--- src/rtl/modmul_barrett_pkg.sv ---
// Shared NTT butterfly parameters and the Barrett constant helper.
package modmul_barrett_pkg;

    localparam int NTT_WIDTH     = 14;
    localparam int NTT_MODULUS   = 12289;
    localparam int NTT_TAG_WIDTH = 8;

    // floor(2^(2*width) / q); fits in width+1 bits whenever 2^(width-1) < q
    function automatic longint unsigned barrett_mu(input int width, input int q);
        return (64'd1 << (2 * width)) / 64'(q);
    endfunction

endpackage

--- src/rtl/modmul_barrett_if.sv ---
// Operand/result handshake bundle for the Barrett multiplier.
interface modmul_barrett_if #(
    parameter int WIDTH     = 14,
    parameter int TAG_WIDTH = 8
);
    logic                 in_valid;
    logic                 in_ready;
    logic [WIDTH-1:0]     in_a;
    logic [WIDTH-1:0]     in_b;
    logic [TAG_WIDTH-1:0] in_tag;
    logic                 out_valid;
    logic                 out_ready;
    logic [WIDTH-1:0]     out_c;
    logic [TAG_WIDTH-1:0] out_tag;
    logic                 range_err;

    modport master (
        output in_valid, in_a, in_b, in_tag, out_ready,
        input  in_ready, out_valid, out_c, out_tag, range_err
    );

    modport slave (
        input  in_valid, in_a, in_b, in_tag, out_ready,
        output in_ready, out_valid, out_c, out_tag, range_err
    );
endinterface

--- src/rtl/modmul_barrett_stage.sv ---
// One pipeline register: valid bit plus payload; payload only loads on a valid
// beat so downstream data holds across bubbles.
module modmul_barrett_stage #(
    parameter int DW = 8
) (
    input  logic          clk,
    input  logic          rst,
    input  logic          i_en,
    input  logic          i_valid,
    input  logic [DW-1:0] i_data,
    output logic          o_valid,
    output logic [DW-1:0] o_data
);

    logic          r_valid;
    logic [DW-1:0] r_data;

    always_ff @(posedge clk or posedge rst) begin
        if (rst) begin
            r_valid <= 1'b0;
            r_data  <= '0;
        end else if (i_en) begin
            r_valid <= i_valid;
            if (i_valid) begin
                r_data <= i_data;
            end
        end
    end

    assign o_valid = r_valid;
    assign o_data  = r_data;

endmodule

--- src/rtl/modmul_barrett.sv ---
// Four-stage Barrett modular multiplier (a*b mod q) with tag sideband and
// global stall; feeds the butterfly modadd/modsub units.
module modmul_barrett
    import modmul_barrett_pkg::*;
#(
    parameter int WIDTH     = NTT_WIDTH,
    parameter int MODULUS   = NTT_MODULUS,
    parameter int TAG_WIDTH = NTT_TAG_WIDTH
) (
    input logic              clk,
    input logic              rst,
    modmul_barrett_if.slave  bus
);

    localparam int PW = 2 * WIDTH;
    localparam int MW = 3 * WIDTH + 1;
    localparam int RW = WIDTH + 2;
    localparam int TW = TAG_WIDTH;

    localparam logic [WIDTH:0]   MU  = (WIDTH+1)'(barrett_mu(WIDTH, MODULUS));
    localparam logic [WIDTH-1:0] Q_W = WIDTH'(MODULUS);
    localparam logic [RW-1:0]    Q_R = RW'(MODULUS);
    localparam logic [PW-1:0]    Q_P = PW'(MODULUS);

    logic                 w_en;
    logic                 w_s1_v, w_s2_v, w_s3_v, w_s4_v;
    logic [TW+PW-1:0]     w_s1_din, w_s1_d;
    logic [TW+PW+MW-1:0]  w_s2_din, w_s2_d;
    logic [TW+RW-1:0]     w_s3_din, w_s3_d;
    logic [TW+WIDTH-1:0]  w_s4_din, w_s4_d;
    logic [TW-1:0]        w_s1_tag, w_s2_tag, w_s3_tag;
    logic [PW-1:0]        w_s1_p, w_s2_p;
    logic [MW-1:0]        w_s2_m;
    logic [WIDTH:0]       w_s2_t;
    logic [RW-1:0]        w_s3_r, w_r1, w_r2;
    logic                 r_range_err;

    // Whole pipe advances together; no bubble collapsing.
    assign w_en         = bus.out_ready | ~w_s4_v;
    assign bus.in_ready = w_en;

    assign w_s1_din = {bus.in_tag, PW'(bus.in_a) * PW'(bus.in_b)};
    assign {w_s1_tag, w_s1_p} = w_s1_d;

    assign w_s2_din = {w_s1_tag, w_s1_p, MW'(w_s1_p) * MW'(MU)};
    assign {w_s2_tag, w_s2_p, w_s2_m} = w_s2_d;

    // True remainder is < 3q, so only the low RW bits of p - t*q matter.
    assign w_s2_t   = (WIDTH+1)'(w_s2_m >> PW);
    assign w_s3_din = {w_s2_tag, RW'(w_s2_p - PW'(w_s2_t) * Q_P)};
    assign {w_s3_tag, w_s3_r} = w_s3_d;

    assign w_r1     = (w_s3_r >= Q_R) ? w_s3_r - Q_R : w_s3_r;
    assign w_r2     = (w_r1 >= Q_R) ? w_r1 - Q_R : w_r1;
    assign w_s4_din = {w_s3_tag, WIDTH'(w_r2)};

    modmul_barrett_stage #(.DW(TW+PW)) u_s1 (
        .clk(clk), .rst(rst), .i_en(w_en),
        .i_valid(bus.in_valid), .i_data(w_s1_din),
        .o_valid(w_s1_v), .o_data(w_s1_d)
    );

    modmul_barrett_stage #(.DW(TW+PW+MW)) u_s2 (
        .clk(clk), .rst(rst), .i_en(w_en),
        .i_valid(w_s1_v), .i_data(w_s2_din),
        .o_valid(w_s2_v), .o_data(w_s2_d)
    );

    modmul_barrett_stage #(.DW(TW+RW)) u_s3 (
        .clk(clk), .rst(rst), .i_en(w_en),
        .i_valid(w_s2_v), .i_data(w_s3_din),
        .o_valid(w_s3_v), .o_data(w_s3_d)
    );

    modmul_barrett_stage #(.DW(TW+WIDTH)) u_s4 (
        .clk(clk), .rst(rst), .i_en(w_en),
        .i_valid(w_s3_v), .i_data(w_s4_din),
        .o_valid(w_s4_v), .o_data(w_s4_d)
    );

    assign bus.out_valid = w_s4_v;
    assign {bus.out_tag, bus.out_c} = w_s4_d;

    always_ff @(posedge clk or posedge rst) begin
        if (rst) begin
            r_range_err <= 1'b0;
        end else if (bus.in_valid && w_en && ((bus.in_a >= Q_W) || (bus.in_b >= Q_W))) begin
            r_range_err <= 1'b1;
        end
    end

    assign bus.range_err = r_range_err;

endmodule

--- src/flat_wrapper.sv ---
// flat-port wrapper written by rule: the top's interface ports become plain ports
module modmul_barrett_flat import modmul_barrett_pkg::*;
#(
    parameter int WIDTH     = NTT_WIDTH,
    parameter int MODULUS   = NTT_MODULUS,
    parameter int TAG_WIDTH = NTT_TAG_WIDTH
)
  (clk, rst, bus_in_valid, bus_in_a, bus_in_b, bus_in_tag, bus_out_ready, bus_in_ready, bus_out_valid, bus_out_c, bus_out_tag, bus_range_err);
  modmul_barrett_if #(.WIDTH(WIDTH), .TAG_WIDTH(TAG_WIDTH)) bus_i ();
  input logic clk;
  input logic rst;
  input wire logic [$bits(bus_i.in_valid)-1:0] bus_in_valid;
  input wire logic [$bits(bus_i.in_a)-1:0] bus_in_a;
  input wire logic [$bits(bus_i.in_b)-1:0] bus_in_b;
  input wire logic [$bits(bus_i.in_tag)-1:0] bus_in_tag;
  input wire logic [$bits(bus_i.out_ready)-1:0] bus_out_ready;
  output wire logic [$bits(bus_i.in_ready)-1:0] bus_in_ready;
  output wire logic [$bits(bus_i.out_valid)-1:0] bus_out_valid;
  output wire logic [$bits(bus_i.out_c)-1:0] bus_out_c;
  output wire logic [$bits(bus_i.out_tag)-1:0] bus_out_tag;
  output wire logic [$bits(bus_i.range_err)-1:0] bus_range_err;
  assign bus_i.in_valid = bus_in_valid;
  assign bus_i.in_a = bus_in_a;
  assign bus_i.in_b = bus_in_b;
  assign bus_i.in_tag = bus_in_tag;
  assign bus_i.out_ready = bus_out_ready;
  assign bus_in_ready = bus_i.in_ready;
  assign bus_out_valid = bus_i.out_valid;
  assign bus_out_c = bus_i.out_c;
  assign bus_out_tag = bus_i.out_tag;
  assign bus_range_err = bus_i.range_err;
  modmul_barrett #(.WIDTH(WIDTH), .MODULUS(MODULUS), .TAG_WIDTH(TAG_WIDTH)) u_core (.clk(clk), .rst(rst), .bus(bus_i));
endmodule
--- config.mk ---
export PLATFORM = sky130hd
export DESIGN_NAME = modmul_barrett_flat
export DESIGN_NICKNAME = d
export VERILOG_FILES = /design/src/rtl/modmul_barrett_pkg.sv /design/src/rtl/modmul_barrett_if.sv /design/src/rtl/modmul_barrett_stage.sv /design/src/rtl/modmul_barrett.sv /design/src/flat_wrapper.sv
export SDC_FILE = /design/constraint.sdc
export NUM_CORES = 1
export LEC_CHECK = 0
export CORE_MARGIN = 3
export CORE_UTILIZATION = 50
export DETAILED_ROUTE_END_ITERATION = 16
export GPL_ROUTABILITY_DRIVEN = 1
export HOLD_SLACK_MARGIN = 0.06
export PLACE_DENSITY = 0.67
export SLEW_MARGIN = 40
export SYNTH_ARGS = -nofsm -noshare
export SYNTH_HDL_FRONTEND = slang
export SYNTH_SLANG_ARGS = --single-unit
export TNS_END_PERCENT = 100
--- constraint.sdc ---
create_clock -name clk -period 7.9 [get_ports clk]
set_input_delay 1.185 -clock clk [delete_from_list [all_inputs] [get_ports clk]]
set_output_delay 1.185 -clock clk [all_outputs]
set_load 0.01 [all_outputs]
# After elaboration in Yosys (flattened, before gate mapping)
# Index checks and enable logic that the tools add are counted.
dict set report op_classes {
  addsub 3
  n_reduce_logical 7
  muxes 2
  bitwise 2
  mul 3
  order_cmp 4
}
# cell n
set op_table {}
lappend op_table {{multiplier 28 x 15 -> 43 bit, second input constant} 1}
lappend op_table {{greater-or-equal comparator 16 x 14 -> 1 bit, second input constant} 2}
lappend op_table {{greater-or-equal comparator 14 bit, second input constant} 2}
lappend op_table {{multiplier 14 x 14 -> 28 bit} 1}
lappend op_table {{multiplier 15 x 14 -> 16 bit, second input constant} 1}
lappend op_table {{two-way mux 16 bit} 1}
lappend op_table {{subtractor 16 x 14 -> 16 bit, second input constant} 1}
lappend op_table {{subtractor 16 bit} 1}
lappend op_table {{two-way mux 14 bit} 1}
lappend op_table {{subtractor 14 bit, second input constant} 1}
lappend op_table {{AND reduction 2 bit} 4}
lappend op_table {{logical AND 1 bit} 2}
lappend op_table {{logical OR 1 bit} 1}
lappend op_table {{NOT 1 bit} 1}
lappend op_table {{bitwise OR 1 bit} 1}
dict set report word_totals {
  regBits 166
  inputBits 40
  word_cells 30
}

# Longest topological paths before layout
dict set report depth {
  depth_word 4
  depth_mapped 24
  depth_no_buf 23
}

# Hierarchy
# From an unflattened synthesis, not the netlist that was laid out.
dict set report hier_totals {
  cells_unflattened 2309
  hier_area_um2 23263.6
}
# mod cells_each n_inst area_each_um2 seq_area_each_um2
set by_module_without_submodules {}
lappend by_module_without_submodules {modmul_barrett 1952 1 16769.8 25.0}
lappend by_module_without_submodules {{modmul_barrett_stage at u_core.u_s2} 171 1 3051.7 2001.9}
lappend by_module_without_submodules {{modmul_barrett_stage at u_core.u_s1} 80 1 1497.7 925.9}
lappend by_module_without_submodules {{modmul_barrett_stage at u_core.u_s3} 55 1 1008.5 625.6}
lappend by_module_without_submodules {{modmul_barrett_stage at u_core.u_s4} 51 1 935.9 575.6}

# Worst setup path before layout
# Ideal clock, no wire load.
dict set report synth_timing {
  kind {input to register}
  startpoint {input bus_in_a[6]}
  endpoint {register u_core.u_s1.r_data[22] (netlist: u_core.u_s1.o_data[22])}
  arrival_ns 6.906
  stages 24
  setup_slack_ns 0.860
  required_ns 7.767
  setup_ns 0.133
  path_cell_list {clkbuf_1 -> and2_1 -> fa_1 -> inv_1 -> fa_1 -> inv_1 -> fa_1 -> inv_1 -> fa_1 -> inv_1 -> fa_1 -> inv_1 -> fa_1 -> inv_1 -> ha_1 -> nand3_1 -> nand2_1 -> o41ai_1 -> o2111ai_1 -> a41oi_1 -> o21bai_1 -> a21oi_1 -> xor2_1 -> o21ai_0}
}
dict set report synth_between {
  elab_chain_len 1
}
# element line_no
set synth_lines {}
lappend synth_lines {{start, declared} flat_wrapper.sv:13} ;# input wire logic [$bits(bus_i.in_a)-1:0] bus_in_a;
lappend synth_lines {{multiplier 14 x 14 -> 28 bit} modmul_barrett.sv:42} ;# assign w_s1_din = {bus.in_tag, PW'(bus.in_a) * PW'(bus.in_b)};
lappend synth_lines {{end signal, assigned} modmul_barrett_stage.sv:25} ;# r_data <= i_data;
lappend synth_lines {{end, declared} modmul_barrett_stage.sv:16} ;# logic [DW-1:0] r_data;
# No other way between the ends.
# A chain may end at the register's enable or synchronous reset.

# Worst setup path in the final report
dict set report layout_timing {
  startpoint {input bus_in_b[4]}
  endpoint {register u_core.u_s1.r_data[22] (netlist: u_core.u_s1.o_data[22])}
}
dict set report layout_between {
  elab_chain_len 1
}
# element line_no
set layout_lines {}
lappend layout_lines {{start, declared} flat_wrapper.sv:14} ;# input wire logic [$bits(bus_i.in_b)-1:0] bus_in_b;
lappend layout_lines {{multiplier 14 x 14 -> 28 bit} modmul_barrett.sv:42}
# No other way between the ends.

==> run summary <==
• complete, no violations — outcome
• 15.2k — vias in the first global route
• 0 — detailed-route DRC error count
• 93.6% — period utilization
• 6.18% — layout cells sized above 1
• 0 — count of max-cap constraint violations
• done — clock tree from TritonCTS
• 2 — maximum root-to-sink buffer count
• 75 — count of unique library cells instantiated by Yosys
• 17 — TritonCTS Buffers
• 0 ps — sum of negative setup slack
• 64 — IO Port Bufs
• 43400 um2 — floorplan die area
• 7680 ps — critical path arrival
• 0 — Final Setup Violations
• 9.47% — area growth from synthesis to layout
• 20.5% — Overall Global Routing Usage
• 14.4k — detailed-route via count
• 5 — buffer and inverter count on the worst path
• 60 ps — clock-pin slew reported for the worst setup and hold paths after clock tree synthesis
• 2903 — net total in the final layout
• false — setup repair after global routing missed its margin
• 4 — detailed-routing iteration count for the pre-antenna-repair pass
• 74.0 mm — wire length of the first global-routing pass
• 15.4% — share of the yosys chip area belonging to registers
• 2173 — Mapped Cells
• in2reg — type of the worst setup path
• inv_1 — commonest non-fill, non-tap cell in the layout
• reg2reg — worst hold path type
• 8 — peak fanout along the critical path
• 2841 — synthesized netlist net count
• 73 — pin count of the biggest net entering global routing
• 73 — row cnt
• 42.7 mm — post-detailed-routing wire length
• fa_1, ha_1, dfrtp_1 — leading cell types by total area after synthesis
• 0 — Inserted Diodes
• inv_1, ha_1, fa_1, nand2_1, dfrtp_1 — top library cells by usage in the layout, fill and taps aside
• 27.9% — area share of the largest cell type after synthesis
• 9.43 um2 — syn_area_per_cell
• 0 — number of nets still failing antenna checks after routing
• 540 ps — largest stage delay on the critical path
• 0 — number of pins exceeding their max-slew limit in the final report
• 36.0 mm — Post-DP HPWL
• u_core.u_s1.o_data[1] — start of the worst register-to-register path
• u_core.u_s2.o_valid — worst min-delay path endpoint
• 20500 um2 — mapped cell area
• 0 — GR Overflow Total
• 8180 ps — endpoint required time on the critical path
• 208 um — Die X-Extent
• fa_1 — cell accounting for the most synthesized area
• flip-flop — Crit. End Element
• fa_1 — Critical Path Slowest Stage Cell
• 2773 — number of standard cells in the final layout excluding fillers
• u_core.u_s2.o_valid — startpoint of the most critical hold path
• 126 — number of register bits inferred by synthesis
• 2 — Cells on Worst Hold Path
• 0.891 — placer congestion estimate
• 0 — number of buffers added for setup after CTS
• adder cells — largest delay contributor family on the critical path
• 2741 — number of cells after detailed placement
• 135 MHz — Highest Clock Rate
• 430 ps — clock latency of the later-clocked register in the worst-skew pair
• 0 — Post-synth EDFFs
• 0 — number of gates resized after cts
• 4 — # H-tree levels
• dfrtp_1 — most used flip-flop cell after synthesis
• 0 — Hold-fix buffers, CTS
• 20 — depth of the most critical reg-to-reg path
• 7390 ps — post-layout minimum cycle time
• 11.0 ps — Layout Skew
• 979 ps — Tightest Pin Transition
• 3565 — number of filler cells placed in the layout
• 0 — hold violation total from the final report
• 40100 um2 — placeable core region
• 208 um — overall die height
• 5.20 — post-detailed-route via-to-cell ratio
• 15.4 um — Avg WL per Cell
• fa_1 — cell type with the highest occurrence count on the critical path
• bus_in_b[4] — startpoint of the most critical setup path
• clkbuf_16 — library cell used as clock root buffer
• 0 — Syn. warnings
• 100% — Async SR Flop Fraction
• 34.3% — max_slew headroom
• 0 — number of antenna violations at the first check in global routing
• u_core.u_s2.o_data[41] — Reg2Reg Capture Point
• 65 — number of I/O pins
• input port — critical path startpoint category
• 126 — CTS Sinks
• 1390 ps — internal reg-to-reg setup slack
• 51.1% — initial cell density of the core
• clkdlybuf4s50_1 > and2_1 > fa_1 > inv_1 > fa_1 > inv_1 > fa_1 > fa_1 > fa_1 > inv_1 > fa_1 > inv_1 > ha_1 > a21oi_1 > nand2_1 > o41ai_1 > o2111ai_1 > a41oi_1 > o21bai_1 > a21oi_1 > xor2_1 > o21ai_0 — ordered cell list for the critical path
• 632 — Iter 0 DRT Violations
## area by class of cell
cell class / instances / area, um2 / share of cell area (%)
clock inverters: 15 / 186 / 0.831
multi-input cells: 1465 / 15100 / 67.5
flip-flops and latches: 126 / 3150 / 14.1
repair buffers: 97 / 888 / 3.96
inverters: 528 / 1990 / 8.86
well taps: 525 / 657 / 2.93
clock buffers: 17 / 425 / 1.90
## cells in the mapped netlist, types with 15 or more instances
master / count
xor2_1: 29
mux2_2: 46
clkbuf_1: 48
ha_1: 343
o21ai_0: 86
nand3_1: 19
nor3_1: 18
dfrtp_1: 126
inv_1: 527
nand2_1: 222
o211ai_1: 15
nor2_1: 32
and2_1: 103
fa_1: 285
a21oi_1: 47
xnor2_1: 55
## sequential cells by signal (all words and copies together), names as in the netlist
register	count
u_core.u_s2.o_data	39
u_core.u_s4.o_valid	1
u_core.u_s4.o_data	22
u_core.u_s3.o_data	24
u_core.u_s3.o_valid	1
u_core.u_s1.o_valid	1
u_core.bus.range_err	1
u_core.u_s1.o_data	36
u_core.u_s2.o_valid	1
## cell families after synthesis
logic type | share of synthesized area, %
AOI/OAI and AO/OA | 7.54
and+or+nand+nor | 11.3
buffers and inverters | 10.8
xor gates and xnor gates | 3.59
adders and majority gates | 48.8
DFF | 15.4
muxes | 2.63
## worst max path at each step
stage          cells after the start                     end
2_1_floorplan                     24  u_core.u_s1.o_data[22]
3_3_place_gp                      24  u_core.u_s1.o_data[26]
3_5_place_dp                      22  u_core.u_s1.o_data[22]
4_1_cts                           22  u_core.u_s1.o_data[22]
5_1_grt                           22  u_core.u_s1.o_data[22]
6_report                          22  u_core.u_s1.o_data[22]
## worst min-delay path, stage by stage (launching register included)
cell	delay [ps]
dfrtp_1	340
nand2_1	50
nand2_1	60
## per-stage QoR
| stage | utilization [%] | instance area, um2 | setup WS [ps] | hold slack, ps |
|---|---|---|---|---|
| 2_1_floorplan | - | 20500 | 860 | 447 |
| 3_3_place_gp | 54.4 | 21800 | 180 | 460 |
| 3_5_place_dp | 54.4 | 21800 | 57.5 | 464 |
| 4_1_cts | 55.9 | 22400 | 476 | 480 |
| 5_1_grt | 55.9 | 22400 | 94.6 | 507 |
| 6_report | 55.9 | 22400 | 507 | 480 |
## routing by layer
layer | up-vias | global-route usage [%] | part of all wire, %
li1 | 6982 | - | -
met1 | 7089 | 27.1 | 44
met2 | 288 | 36.5 | 50
met3 | 51 | 2.10 | 3.6
met4 | 0 | 4.67 | 1.7
met5 | - | 0 | 0
Power is left out: the tool's default activity adds up to more than one toggle a clock period on the data nets, which glitch-free logic cannot reach.
